**src/rtl/rh_pkg.sv**
```systemverilog
// Shared definitions for the RH11-style interrupt arbiter: FSM encoding,
// CS1 bit positions and the default RH11 interrupt vector.
package rh_pkg;

    typedef enum logic [1:0] {
        ST_IDLE = 2'd0,
        ST_REQ  = 2'd1,
        ST_ACK  = 2'd2
    } rh_state_e;

    localparam int CS1_RDY_BIT = 7;
    localparam int CS1_IE_BIT  = 6;

    localparam logic [7:0] RH_VEC_DEFAULT = 8'o254;

endpackage

```
**src/rtl/rh_intr_chan.sv**
```systemverilog
// One RH11-style interrupt channel: RDY edge detector, interrupt flip-flop
// (clear wins over set) and the combined edge/level request.
module rh_intr_chan (
    input  logic clk,
    input  logic rst,
    input  logic dev_reset,
    input  logic wr_set,
    input  logic rdy,
    input  logic ie,
    input  logic sc,
    input  logic clr,
    input  logic ack,
    output logic req
);

    logic last_rdy_q, last_rdy_d;
    logic iff_q, iff_d;
    logic set_ev, clr_ev;

    always_comb begin
        set_ev     = (rdy & ~last_rdy_q & ie) | wr_set;
        clr_ev     = dev_reset | clr | ack;
        last_rdy_d = rdy;
        iff_d      = iff_q;
        if (clr_ev) begin
            iff_d = 1'b0;
        end else if (set_ev) begin
            iff_d = 1'b1;
        end
    end

    always_ff @(posedge clk) begin
        if (rst) begin
            last_rdy_q <= 1'b0;
            iff_q      <= 1'b0;
        end else begin
            last_rdy_q <= last_rdy_d;
            iff_q      <= iff_d;
        end
    end

    assign req = iff_q | (sc & rdy);

endmodule

```
**src/rtl/rh_intr_arb.sv**
```systemverilog
// Multi-channel RH11 interrupt arbiter: one bus request, held vector, steered ack.
// Define RH_INTR_ROUNDROBIN_EN for rotating priority; default is fixed (lowest index wins).
module rh_intr_arb
    import rh_pkg::*;
#(
    parameter int              NCH     = 4,
    parameter int              VECW    = 8,
    parameter logic [VECW-1:0] VECBASE = VECW'(RH_VEC_DEFAULT),
    parameter int              VECSTEP = 4
) (
    input  logic            clk,
    input  logic            rst,
    input  logic            devRESET,
    input  logic            devLOBYTE,
    input  logic            wrRDY,
    input  logic            wrIE,
    input  logic [NCH-1:0]  cs1WRITE,
    input  logic [NCH-1:0]  chRDY,
    input  logic [NCH-1:0]  chIE,
    input  logic [NCH-1:0]  chSC,
    input  logic [NCH-1:0]  chCLR,
    input  logic            iack,
    output logic            irq,
    output logic [VECW-1:0] irqVECT,
    output logic [NCH-1:0]  ackCH,
    output logic [NCH-1:0]  pend
);

    localparam int GW = (NCH > 1) ? $clog2(NCH) : 1;

    rh_state_e       state_q, state_d;
    logic [GW-1:0]   gnt_q, gnt_d;
    logic [VECW-1:0] vect_q, vect_d;
    logic [GW-1:0]   win;
    logic            win_vld;
    logic [NCH-1:0]  req;
    logic [NCH-1:0]  ack_vec;
    logic            wr_qual;

    function automatic logic [VECW-1:0] vec_of(input logic [GW-1:0] ch);
        logic [31:0] v;
        v = 32'(VECBASE) + 32'(VECSTEP) * 32'(ch);
        return v[VECW-1:0];
    endfunction

    assign wr_qual = devLOBYTE & wrRDY & wrIE;

    for (genvar i = 0; i < NCH; i++) begin : g_ch
        rh_intr_chan u_chan (
            .clk       (clk),
            .rst       (rst),
            .dev_reset (devRESET),
            .wr_set    (cs1WRITE[i] & wr_qual),
            .rdy       (chRDY[i]),
            .ie        (chIE[i]),
            .sc        (chSC[i]),
            .clr       (chCLR[i]),
            .ack       (ack_vec[i]),
            .req       (req[i])
        );
    end

`ifdef RH_INTR_ROUNDROBIN_EN
    logic [GW-1:0] ptr_q, ptr_d;

    // Search starts at the channel after the last acknowledged one.
    always_comb begin
        int idx;
        idx     = 0;
        win     = '0;
        win_vld = 1'b0;
        for (int k = 0; k < NCH; k++) begin
            idx = (int'(ptr_q) + k) % NCH;
            if (!win_vld && req[idx]) begin
                win     = GW'(idx);
                win_vld = 1'b1;
            end
        end
    end

    always_comb begin
        ptr_d = ptr_q;
        if (state_q == ST_REQ && iack) begin
            ptr_d = (int'(gnt_q) == NCH - 1) ? '0 : gnt_q + GW'(1);
        end
    end

    always_ff @(posedge clk) begin
        if (rst) begin
            ptr_q <= '0;
        end else begin
            ptr_q <= ptr_d;
        end
    end
`else
    always_comb begin
        win     = '0;
        win_vld = 1'b0;
        for (int k = NCH - 1; k >= 0; k--) begin
            if (req[k]) begin
                win     = GW'(k);
                win_vld = 1'b1;
            end
        end
    end
`endif

    always_ff @(posedge clk) begin
        if (rst) begin
            state_q <= ST_IDLE;
            gnt_q   <= '0;
            vect_q  <= '0;
        end else begin
            state_q <= state_d;
            gnt_q   <= gnt_d;
            vect_q  <= vect_d;
        end
    end

    // iack beats a simultaneous withdrawal: the vector is already on the bus.
    always_comb begin
        state_d = state_q;
        gnt_d   = gnt_q;
        vect_d  = vect_q;
        if (devRESET) begin
            state_d = ST_IDLE;
        end else begin
            case (state_q)
                ST_IDLE: begin
                    if (win_vld) begin
                        state_d = ST_REQ;
                        gnt_d   = win;
                        vect_d  = vec_of(win);
                    end
                end
                ST_REQ: begin
                    if (iack) begin
                        state_d = ST_ACK;
                    end else if (!req[gnt_q]) begin
                        state_d = ST_IDLE;
                    end
                end
                ST_ACK:  state_d = ST_IDLE;
                default: state_d = ST_IDLE;
            endcase
        end
    end

    always_comb begin
        irq     = (state_q == ST_REQ);
        ack_vec = '0;
        if (state_q == ST_REQ && iack) begin
            ack_vec[gnt_q] = 1'b1;
        end
    end

    assign ackCH   = ack_vec;
    assign pend    = req;
    assign irqVECT = vect_q;

endmodule

```
**config.mk**
```make
export PLATFORM = sky130hd
export DESIGN_NAME = rh_intr_arb
export DESIGN_NICKNAME = d
export VERILOG_FILES = /design/src/rtl/rh_pkg.sv /design/src/rtl/rh_intr_chan.sv /design/src/rtl/rh_intr_arb.sv
export SDC_FILE = /design/constraint.sdc
export NUM_CORES = 1
export LEC_CHECK = 0
export BUFFER_PORTS_ARGS = -buffer_cell sky130_fd_sc_hd__buf_2
export CORE_UTILIZATION = 46
export DETAILED_ROUTE_END_ITERATION = 16
export HOLD_SLACK_MARGIN = 0.05
export PLACE_DENSITY = 0.81
export SLEW_MARGIN = 20
export SYNTH_ARGS = -nofsm -noshare
export SYNTH_HDL_FRONTEND = slang
export SYNTH_HIERARCHICAL = 1
export SYNTH_SLANG_ARGS = --single-unit
```
**constraint.sdc**
```tcl
create_clock -name clk -period 3.2 [get_ports clk]
set_input_delay 0.32 -clock clk [delete_from_list [all_inputs] [get_ports clk]]
set_output_delay 0.32 -clock clk [all_outputs]
set_load 0.02 [all_outputs]
```
==> flow_summary.json, run 1 <==
{
  "synth_cell_types": 31,
  "root_buffer": "clkbuf_4",
  "gr-usage-all-layers_pct": 19.9,
  "dieWidth_um": 44.2,
  "drt_first_pass_iters": 10,
  "synth_cells": 91,
  "first_global_vias": 721,
  "period_share_pct": 54.0,
  "hold_path.class": "input pin to register",
  "synthTopCellsByCount": "16 x dfxtp_1, 8 x nor2_1, 5 x a21oi_1, 5 x inv_1, 5 x nor2b_1",
  "final_nets": 160,
  "crit_fanout": 6,
  "clock_path_buffers": 2,
  "grt_max_degree": 17,
  "wl_per_cell_um": 11.8,
  "syn2layout_area_growth_pct": 27.7,
  "p_clk_share_pct": 29.3,
  "port_buffers": 40,
  "routedLengthMet1_um": 827,
  "leakage_nw": 0.531,
  "cp_slowest_cell": "or4_4",
  "finalWorstPathRequiredPeriod_ps": 1730,
  "cts_tree": "built",
  "critPathBufInv": 0,
  "seq_area_sq_um": 320,
  "htree_levels": 1,
  "fin_area_sq_mm": 0.00105,
  "worstSetupPathType": "register to register",
  "fillers": 155,
  "yosysSeqAreaShare_pct": 39.0,
  "clock-sinks": 16,
  "required_ps": 3380,
  "yosysTopAreaCellShare_pct": 39.0,
  "layout-drive-gt1-share_pct": 36.6,
  "cts_hold_buf": 0,
  "start_util_pct": 51.5,
  "num_rows": 14,
  "coreArea_sq_mm": 0.00159,
  "path_cells": "a21o_1, or4_4, and3_4, mux2_4",
  "cp_top_family": "simple AND/OR/NAND/NOR gates",
  "outcome": "finished with violations",
  "cts.clk_slew.worst_paths_ps": 90,
  "hpwl_um": 1420,
  "grt_pass1_wl_um": 2900,
  "ios": 44,
  "synth.most_common_cell": "dfxtp_1",
  "drtAntennaViolNets": 0,
  "synthTopCellsByArea": "dfxtp_1 39%, nor2b_1 3.8%, a211oi_1 3.7%",
  "clkLatencyLatePin_ps": 280,
  "async_flop_share_pct": 0,
  "synth.avg_cell_area_sq_um": 9.02,
  "fin_tns_setup_ps": 0,
  "synth_flop_cell": "dfxtp_1",
  "drv_slew": 0,
  "cts_buffers": 3,
  "top_layer": "met4",
  "multi_input_comb_area_sq_um": 443,
  "power_mw": 0.450,
  "antenna_found_initial": 0,
  "syn_area_sq_um": 821,
  "cpPeakStageDelay_ps": 580,
  "max-cap-violations": 0,
  "cp-start-kind": "register",
  "setup_ws_ps": 1470,
  "wl_met3_um": 100,
  "dieArea_sq_mm": 0.00196,
  "ys_seq_elements": 16,
  "cell_internal_pwr_mw": 0.324,
  "grt_overflow": 0,
  "clock_skew_ps": 2.78,
  "powerDensity_mw_per_mm2": 429,
  "place_ws_ps": 1340,
  "drcViolationCount": 3,
  "synth_edf_count": 0,
  "vias_per_cell": 5.11,
  "post_cts.repair.setup_buffers": 0,
  "synth_top_cell_by_area": "dfxtp_1",
  "fp.dieH_um": 44.2,
  "ys_warn_count": 6,
  "hold_viol": 0,
  "ir_drop_uv": 337,
  "seqPwrFrac_pct": 48.3,
  "rsz0062_at_grt": "false",
  "critPathCaptureType": "register",
  "met2_wirelength_um": 892,
  "cp_data_arrival_time_ps": 1910,
  "fmax_mhz": 578,
  "power_switching_mw": 0.125,
  "pwr-share-comb_pct": 22.4,
  "cts-resized-gates": 0,
  "holdWs_ps": 275,
  "placed_cell_area_sq_mm": 0.00101,
  "routed_wl_um": 1830,
  "place_congestion": 0.777,
  "violations": "design-rule violations",
  "switching_share_pct": 27.9,
  "setup_violations": 0,
  "first_iter_violations": 19,
  "diodes": 0,
  "dr_total_vias": 792
}
==> power by group through the flow <==
stage	Sequential (mW)	Combinational, mW	Clock, mW
2_1_floorplan	0.228	0.0639	0
3_3_place_gp	0.222	0.0982	0
3_5_place_dp	0.222	0.100	0
4_1_cts	0.217	0.101	0.135
5_1_grt	0.219	0.110	0.146
6_report	0.217	0.101	0.132
==> cell type report <==
cell class | instances | share of cell area, %
multi-input combinational | 66 | 42.2
sequential | 16 | 30.5
timing repair buffer | 40 | 19.1
clock buffer | 4 | 3.46
tap | 24 | 2.86
inverter | 5 | 1.79
==> worst paths after layout <==
check / end / slack (ps) / cells past startpoint / startpoint
worst max-delay path: gnt_q[0]$_SDFFE_PP0P_ / 1470 / 4 / g_ch[1].u_chan/iff_q$_SDFFE_PP0P_
worst min-delay path: g_ch[1].u_chan/iff_q$_SDFFE_PP0P_ / 270 / 3 / chCLR[1]
worst max register to register: gnt_q[0]$_SDFFE_PP0P_ / 1470 / 4 / g_ch[1].u_chan/iff_q$_SDFFE_PP0P_
worst min register to register: g_ch[3].u_chan/iff_q$_SDFFE_PP0P_ / 500 / 2 / g_ch[3].u_chan/last_rdy_q$_SDFF_PP0_
==> metal layers <==
metal,vias up,global-route usage (%)
met5,-,0
met4,0,8.48
met3,2,4.08
met2,26,32.1
met1,363,25.7
li1,401,-
==> worst min-delay path, stage by stage <==
cell	delay, ps
buf_2	70
or4_1	90
a21oi_1	30
==> stage by stage <==
step | std cells | utilization, %
6_report | 155 | 65.8
2_1_floorplan | 93 | -
5_1_grt | 155 | 65.8
4_1_cts | 155 | 65.8
3_3_place_gp | 151 | 63.5
3_5_place_dp | 151 | 63.5
==> cells by family after synthesis <==
group | synth area share [%]
muxes | 6.25
AOI/OAI and AO/OA | 16.2
DFF | 39.0
buffers and inverters | 7.93
other | 0.457
and+or+nand+nor | 28.7
adders and majority gates | 1.52
==> cells in the final DEF, fill, tap and decap left out, drive strengths merged <==
cell    count
inv         5
nand2       4
a211oi      4
and2        4
mux4        1
buf        40
conb        3
o211ai      1
ha          1
dfxtp      16
and3b       1
nand2b      1
nor2b       5
mux2        1
a21oi       5
mux2i       1
nor3        3
a32oi       1
clkbuf      4
a31oi       3
and3        3
o21ai       1
or4         5
a21o        4
nor2        8
and2b       1
nand3b      4
o21a        1
==> flip-flops by register name (all words and copies together), names as in the netlist <==
name	cells
g_ch.u_chan/last_rdy_q	4
state_q	2
irqVECT	4
gnt_q	2
g_ch.u_chan/iff_q	4
Power figures use the tool's default switching activity.
==> run 2, diff against run 1 <==
--- a/config.mk
+++ b/config.mk
@@ -5,11 +5,12 @@
 export SDC_FILE = /design/constraint.sdc
 export NUM_CORES = 1
 export LEC_CHECK = 0
+export ABC_AREA = 1
 export BUFFER_PORTS_ARGS = -buffer_cell sky130_fd_sc_hd__buf_2
-export CORE_UTILIZATION = 46
+export CORE_UTILIZATION = 43
 export DETAILED_ROUTE_END_ITERATION = 16
 export HOLD_SLACK_MARGIN = 0.05
-export PLACE_DENSITY = 0.81
+export PLACE_DENSITY = 0.76
 export SLEW_MARGIN = 20
 export SYNTH_ARGS = -nofsm -noshare
 export SYNTH_HDL_FRONTEND = slang
==> constraint.sdc (replaced) <==
create_clock -name clk -period 1.75 [get_ports clk]
set_input_delay 0.175 -clock clk [delete_from_list [all_inputs] [get_ports clk]]
set_output_delay 0.175 -clock clk [all_outputs]
set_load 0.02 [all_outputs]
==> run 2 against run 1 <==
Compared with the run above:
- the flow now finishes without violations
- worst hold slack got worse by 180 ps
- worst setup slack worse by 1300 ps
- total power rose by 86%
- critical path type is now register to output port
==> flow_summary.json, run 2 <==
{
  "dieArea_sq_mm": 0.00212,
  "leakage_nw": 0.595,
  "hpwl_um": 1440,
  "port_buffers": 40,
  "routed_wl_um": 1820,
  "wl_per_cell_um": 9.32,
  "coreArea_sq_mm": 0.00176,
  "clock_path_buffers": 2,
  "drcViolationCount": 0,
  "syn_area_sq_um": 832,
  "grt_pass1_wl_um": 2640,
  "antenna_found_initial": 0,
  "power_switching_mw": 0.251,
  "rsz0062_at_grt": "false",
  "gr-usage-all-layers_pct": 18.1,
  "layout_commonest_cell": "buf_2",
  "powerDensity_mw_per_mm2": 775,
  "synthTopCellsByCount": "27 x nand2_1, 24 x nor2_1, 23 x inv_1, 16 x dfxtp_1, 11 x a21oi_1",
  "num_rows": 15,
  "yosysSeqAreaShare_pct": 38.5,
  "synth_top_cell_by_area": "dfxtp_1",
  "dr_total_vias": 872,
  "clock_skew_ps": 1.89,
  "cts-resized-gates": 0,
  "vias_per_cell": 4.47,
  "synth_flop_cell": "dfxtp_1",
  "crit_fanout": 5,
  "ios": 44,
  "cell_internal_pwr_mw": 0.584,
  "hold_viol": 0,
  "cp_data_arrival_time_ps": 1400,
  "synth_cells": 128,
  "cts_tree": "built",
  "worstRegToRegCells": 9,
  "finalWorstPathRequiredPeriod_ps": 1580,
  "holdPathStages": 4,
  "htree_levels": 1,
  "fmax_mhz": 634,
  "first_global_vias": 695,
  "switching_share_pct": 30.1,
  "clkLatencyLatePin_ps": 290,
  "mostFrequentLayoutCells": "40 x buf_2, 27 x nand2_1, 24 x nor2_1",
  "drv_slew": 0,
  "synth.most_common_cell": "nand2_1",
  "cp-start-kind": "register",
  "grt_max_degree": 15,
  "hold_end": "g_ch[3].u_chan/iff_q$_SDFFE_PP0P_",
  "synth.avg_cell_area_sq_um": 6.50,
  "drtAntennaViolNets": 0,
  "ys_warn_count": 6,
  "final_nets": 199,
  "max-cap-violations": 0,
  "p_clk_share_pct": 30.2,
  "clock-sinks": 16,
  "r2r-end": "irqVECT[3]$_SDFFE_PP0P_",
  "wl_met3_um": 129,
  "postLayoutCoreUtil_pct": 61.1,
  "post_cts.repair.setup_buffers": 0,
  "setup_violations": 0,
  "ir_drop_uv": 421,
  "cts_buffers": 3,
  "async_flop_share_pct": 0,
  "synth_edf_count": 0,
  "seqPwrFrac_pct": 47.3,
  "r2r_setup_slack_ps": 300,
  "syn2layout_area_growth_pct": 29.5,
  "fillers": 189,
  "pwr-share-comb_pct": 22.5,
  "min_from": "chCLR[3]",
  "dieWidth_um": 46.0,
  "met2_wirelength_um": 830,
  "start_util_pct": 47.2,
  "synthTopCellsByArea": "dfxtp_1 38%, nand2_1 12%, nor2_1 11%",
  "critPathCaptureType": "output port",
  "ys_seq_elements": 16,
  "fp.dieH_um": 46.0,
  "root_buffer": "clkbuf_4",
  "r2r-start": "g_ch[2].u_chan/iff_q$_SDFFE_PP0P_",
  "routedLengthMet1_um": 839,
  "place_congestion": 0.764,
  "period_share_pct": 90.2,
  "outcome": "complete, no violations",
  "worstSetupPathType": "register to output port",
  "fin_tns_setup_ps": 0,
  "required_ps": 1570,
  "yosysTopAreaCellShare_pct": 38.5,
  "drt_first_pass_iters": 4,
  "hold_path.class": "input pin to register",
  "cts.clk_slew.worst_paths_ps": 100,
  "first_iter_violations": 14,
  "grt_overflow": 0,
  "layout-drive-gt1-share_pct": 30.6,
  "synth_cell_types": 15,
  "diodes": 0,
  "cts_hold_buf": 0,
  "top_layer": "met4"
}
[run 2: cell count changes after synthesis, sizes merged, moves of 4 or more]
cell    change
nor2b       -5
inv        +18
nand2      +25
nand3b      -4
or4         -5
nand3       +6
and2        -4
nor2       +18
a211oi      -4
a21oi       +6
[run 2: worst max path at each step]
stage                                        from                                end  slack (ps)  cells past startpoint
after global routing      state_q[0]$_SDFFE_PP0P_                           ackCH[0]          10                      5
after global placement                    chSC[2]            irqVECT[3]$_SDFFE_PP0P_         370                     10
after floorplan           state_q[0]$_SDFFE_PP0P_  g_ch[1].u_chan/iff_q$_SDFFE_PP0P_          30                      7
after CTS                 state_q[0]$_SDFFE_PP0P_                           ackCH[3]         180                      5
final                     state_q[0]$_SDFFE_PP0P_                           ackCH[3]         170                      5
after detailed placement                 chRDY[2]            irqVECT[3]$_SDFFE_PP0P_         320                     10
[run 2: cell type report]
| cell class | instances | area [sq um] | share of cell area (%) |
|---|---|---|---|
| multi-input cells | 87 | 403 | 37.4 |
| repair buffers | 40 | 200 | 18.6 |
| flip-flops and latches | 16 | 320 | 29.7 |
| clock buffers | 4 | 36.3 | 3.37 |
| inverters | 23 | 86.3 | 8.01 |
| well taps | 25 | 31.3 | 2.90 |
[run 2: worst max-delay path: stages, from the launching register on]
cell and delay [ps]:
dfxtp_1 340, inv_1 50, nor2_1 100, nand2_1 140
nor3_1 260, buf_2 230
[run 2: through the flow]
| stage | area, sq um | power, mW | worst slack (ps) | hold slack [ps] | std cells |
|---|---|---|---|---|---|
| detailed placement | 1040 | 0.591 | 321 | 413 | 191 |
| finish | 1080 | 0.835 | 172 | 98.4 | 195 |
| global placement | 1040 | 0.588 | 374 | 414 | 191 |
| CTS | 1080 | 0.843 | 185 | 92.9 | 195 |
| floorplan | 840 | 0.529 | 27.4 | 244 | 130 |
| global route | 1080 | 0.882 | 14.0 | 102 | 195 |
[run 2: routing by layer]
layer	track usage, %	vias to the layer above
met1	18.9	362
met4	8.82	0
met3	4.76	4
met5	0	-
li1	-	468
met2	33.0	38
[run 2: logic make-up after synthesis]
logic type               after synthesis  share of synthesized area [%]
AO/OA/AOI/OAI                         16                           11.7
adder cells (fa/ha/maj)                1                           1.50
buffers and inverters                 27                           14.0
flip-flops                            16                           38.5
other                                  1                          0.451
AND/OR/NAND/NOR                       67                           33.8
[run 2: power by group through the flow]
stage                     sequential (mW)  combinational, mW  clock (mW)
after CTS                           0.395              0.189       0.259
after detailed placement            0.403              0.188           0
after global routing                0.398              0.210       0.274
after floorplan                     0.413              0.116           0
final                               0.395              0.188       0.252
after global placement              0.402              0.186           0
==> run 3, diff against run 2 <==
--- a/config.mk
+++ b/config.mk
@@ -7,10 +7,11 @@
 export LEC_CHECK = 0
 export ABC_AREA = 1
 export BUFFER_PORTS_ARGS = -buffer_cell sky130_fd_sc_hd__buf_2
+export CORE_ASPECT_RATIO = 1.2
 export CORE_UTILIZATION = 43
 export DETAILED_ROUTE_END_ITERATION = 16
 export HOLD_SLACK_MARGIN = 0.05
-export PLACE_DENSITY = 0.76
+export PLACE_DENSITY = 0.74
 export SLEW_MARGIN = 20
 export SYNTH_ARGS = -nofsm -noshare
 export SYNTH_HDL_FRONTEND = slang
==> run 3 against run 2 <==
Compared with the run above:
- maximum frequency decreased by 0.51%
- die area about the same
- non-clock buffer count unchanged
- wire length is 1.9% higher
- critical path depth unchanged
- design area shrank 0.70%
- critical endpoint is now ackCH[1]
- flip-flop and latch count did not move
- global-route usage rose by 0.093 points
- cell count down 3.1%
- utilization is 2.6 points lower
==> flow_summary.json, run 3 (same netlist as run 2, synthesis figures left out) <==
{
  "seq_area_sq_um": 320,
  "drt_first_pass_iters": 4,
  "ir_drop_uv": 441,
  "antenna_found_initial": 0,
  "syn2layout_area_growth_pct": 28.6,
  "dieArea_sq_mm": 0.00212,
  "vias_per_cell": 4.64,
  "grt_overflow": 0,
  "multi_input_comb_area_sq_um": 403,
  "powerDensity_mw_per_mm2": 773,
  "cpPeakStageDelay_ps": 350,
  "clock_path_buffers": 2,
  "cts_buffers": 3,
  "critPathCaptureType": "output port",
  "dieWidth_um": 42.2,
  "start_util_pct": 45.5,
  "clock_skew_ps": 0.813,
  "final_nets": 199,
  "cts_tree": "built",
  "root_buffer": "clkbuf_4",
  "cp-start-kind": "register",
  "place_congestion": 0.813,
  "clkLatencyLatePin_ps": 280,
  "clock-sinks": 16,
  "cp_top_family": "simple AND/OR/NAND/NOR gates",
  "dr_total_vias": 877,
  "cts-resized-gates": 0,
  "first_iter_violations": 8,
  "fmax_mhz": 630,
  "leakage_nw": 0.595,
  "hpwl_um": 1470,
  "coreArea_sq_mm": 0.00183,
  "num_rows": 17,
  "grt_pass1_wl_um": 3020,
  "grt_max_degree": 15,
  "fillers": 192,
  "crit_fanout": 5,
  "diodes": 0,
  "outcome": "complete, no violations",
  "layout_commonest_cell": "buf_2",
  "cts.clk_slew.worst_paths_ps": 90,
  "rsz0062_at_grt": "false",
  "first_global_vias": 772,
  "hold_viol": 0,
  "setup_violations": 0,
  "htree_levels": 1,
  "fin_tns_setup_ps": 0,
  "drv_slew": 0,
  "holdPathStages": 4,
  "drtAntennaViolNets": 0,
  "worstSetupPathType": "register to output port",
  "layout-drive-gt1-share_pct": 30.6,
  "critPathBufInv": 2,
  "hold_path.class": "input pin to register",
  "cp_slowest_cell": "dfxtp_1",
  "required_ps": 1570,
  "cts_hold_buf": 0,
  "r2r_setup_slack_ps": 320,
  "path_depth": 5,
  "mostFrequentLayoutCells": "40 x buf_2, 27 x nand2_1, 24 x nor2_1",
  "final_cells": 189,
  "routed_wl_um": 1850,
  "gr-usage-all-layers_pct": 18.2,
  "period_share_pct": 90.6,
  "placedCellCount": 185,
  "ios": 44,
  "worstRegToRegCells": 9,
  "drcViolationCount": 0,
  "path_cells": "inv_1, nor2_1, nand2_1, nor3_1, buf_2",
  "finalWorstPathRequiredPeriod_ps": 1590,
  "max-cap-violations": 0,
  "fp.dieH_um": 50.2,
  "post_cts.repair.setup_buffers": 0,
  "cp_data_arrival_time_ps": 1410,
  "port_buffers": 40,
  "wl_per_cell_um": 9.80
}
==> run 3: cell counts in the layout (fill, tap and decap cells not counted) <==
Identical to the previous run, type by type.
==> run 3: worst paths after layout <==
check | from | to
setup / recovery | state_q[0]$_SDFFE_PP0P_ | ackCH[1]
hold / removal | chCLR[3] | g_ch[3].u_chan/iff_q$_SDFFE_PP0P_
setup reg to reg | g_ch[2].u_chan/iff_q$_SDFFE_PP0P_ | irqVECT[3]$_SDFFE_PP0P_
hold reg to reg | irqVECT[2]$_SDFFE_PP0P_ | irqVECT[2]$_SDFFE_PP0P_
==> run 3: where the power goes <==
part           leakage, nW  internal [mW]  switching [mW]  total (mW)
combinational        0.443         0.0729           0.117       0.190
sequential           0.131          0.384          0.0110       0.395
clock               0.0210          0.127           0.116       0.242
==> run 3: final cells by class <==
class / instances / share of cell area, %
Timing Repair Buffer: 40 / 18.7
Multi-Input combinational cell: 87 / 37.7
Tap cell: 19 / 2.22
Sequential cell: 16 / 29.9
Inverter: 23 / 8.07
Clock buffer: 4 / 3.39
==> run 3: worst reg2reg max path, cell delays in order (launching register included) <==
cell and delay [ps]:
dfxtp_1 320, a21o_2 220, inv_1 60, nand2_1 40, a21oi_1 150, inv_1 90
ha_1 290, inv_1 50, nand2_1 40, a21oi_1 110
==> run 3: stage by stage <==
step	power [mW]	instance area [sq um]	setup WS, ps	hold WS, ps	utilization (%)
floorplan	0.529	840	27.4	244	-
global placement	0.588	1030	379	412	56.5
detailed placement	0.593	1030	330	420	56.5
CTS	0.842	1070	138	102	58.5
global route	0.879	1070	49.0	111	58.5
finish	0.827	1070	164	115	58.5
==> run 3: routing by layer <==
layer | GRT usage [%] | vias to the layer above | wire length (um) | part of all wire (%)
met5 | 0 | - | 0 | 0
met2 | 34.1 | 38 | 880 | 47
met3 | 3.24 | 2 | 154 | 8.3
met1 | 20.4 | 367 | 812 | 44
met4 | 6.25 | 0 | 6 | 0.32
li1 | - | 470 | - | -
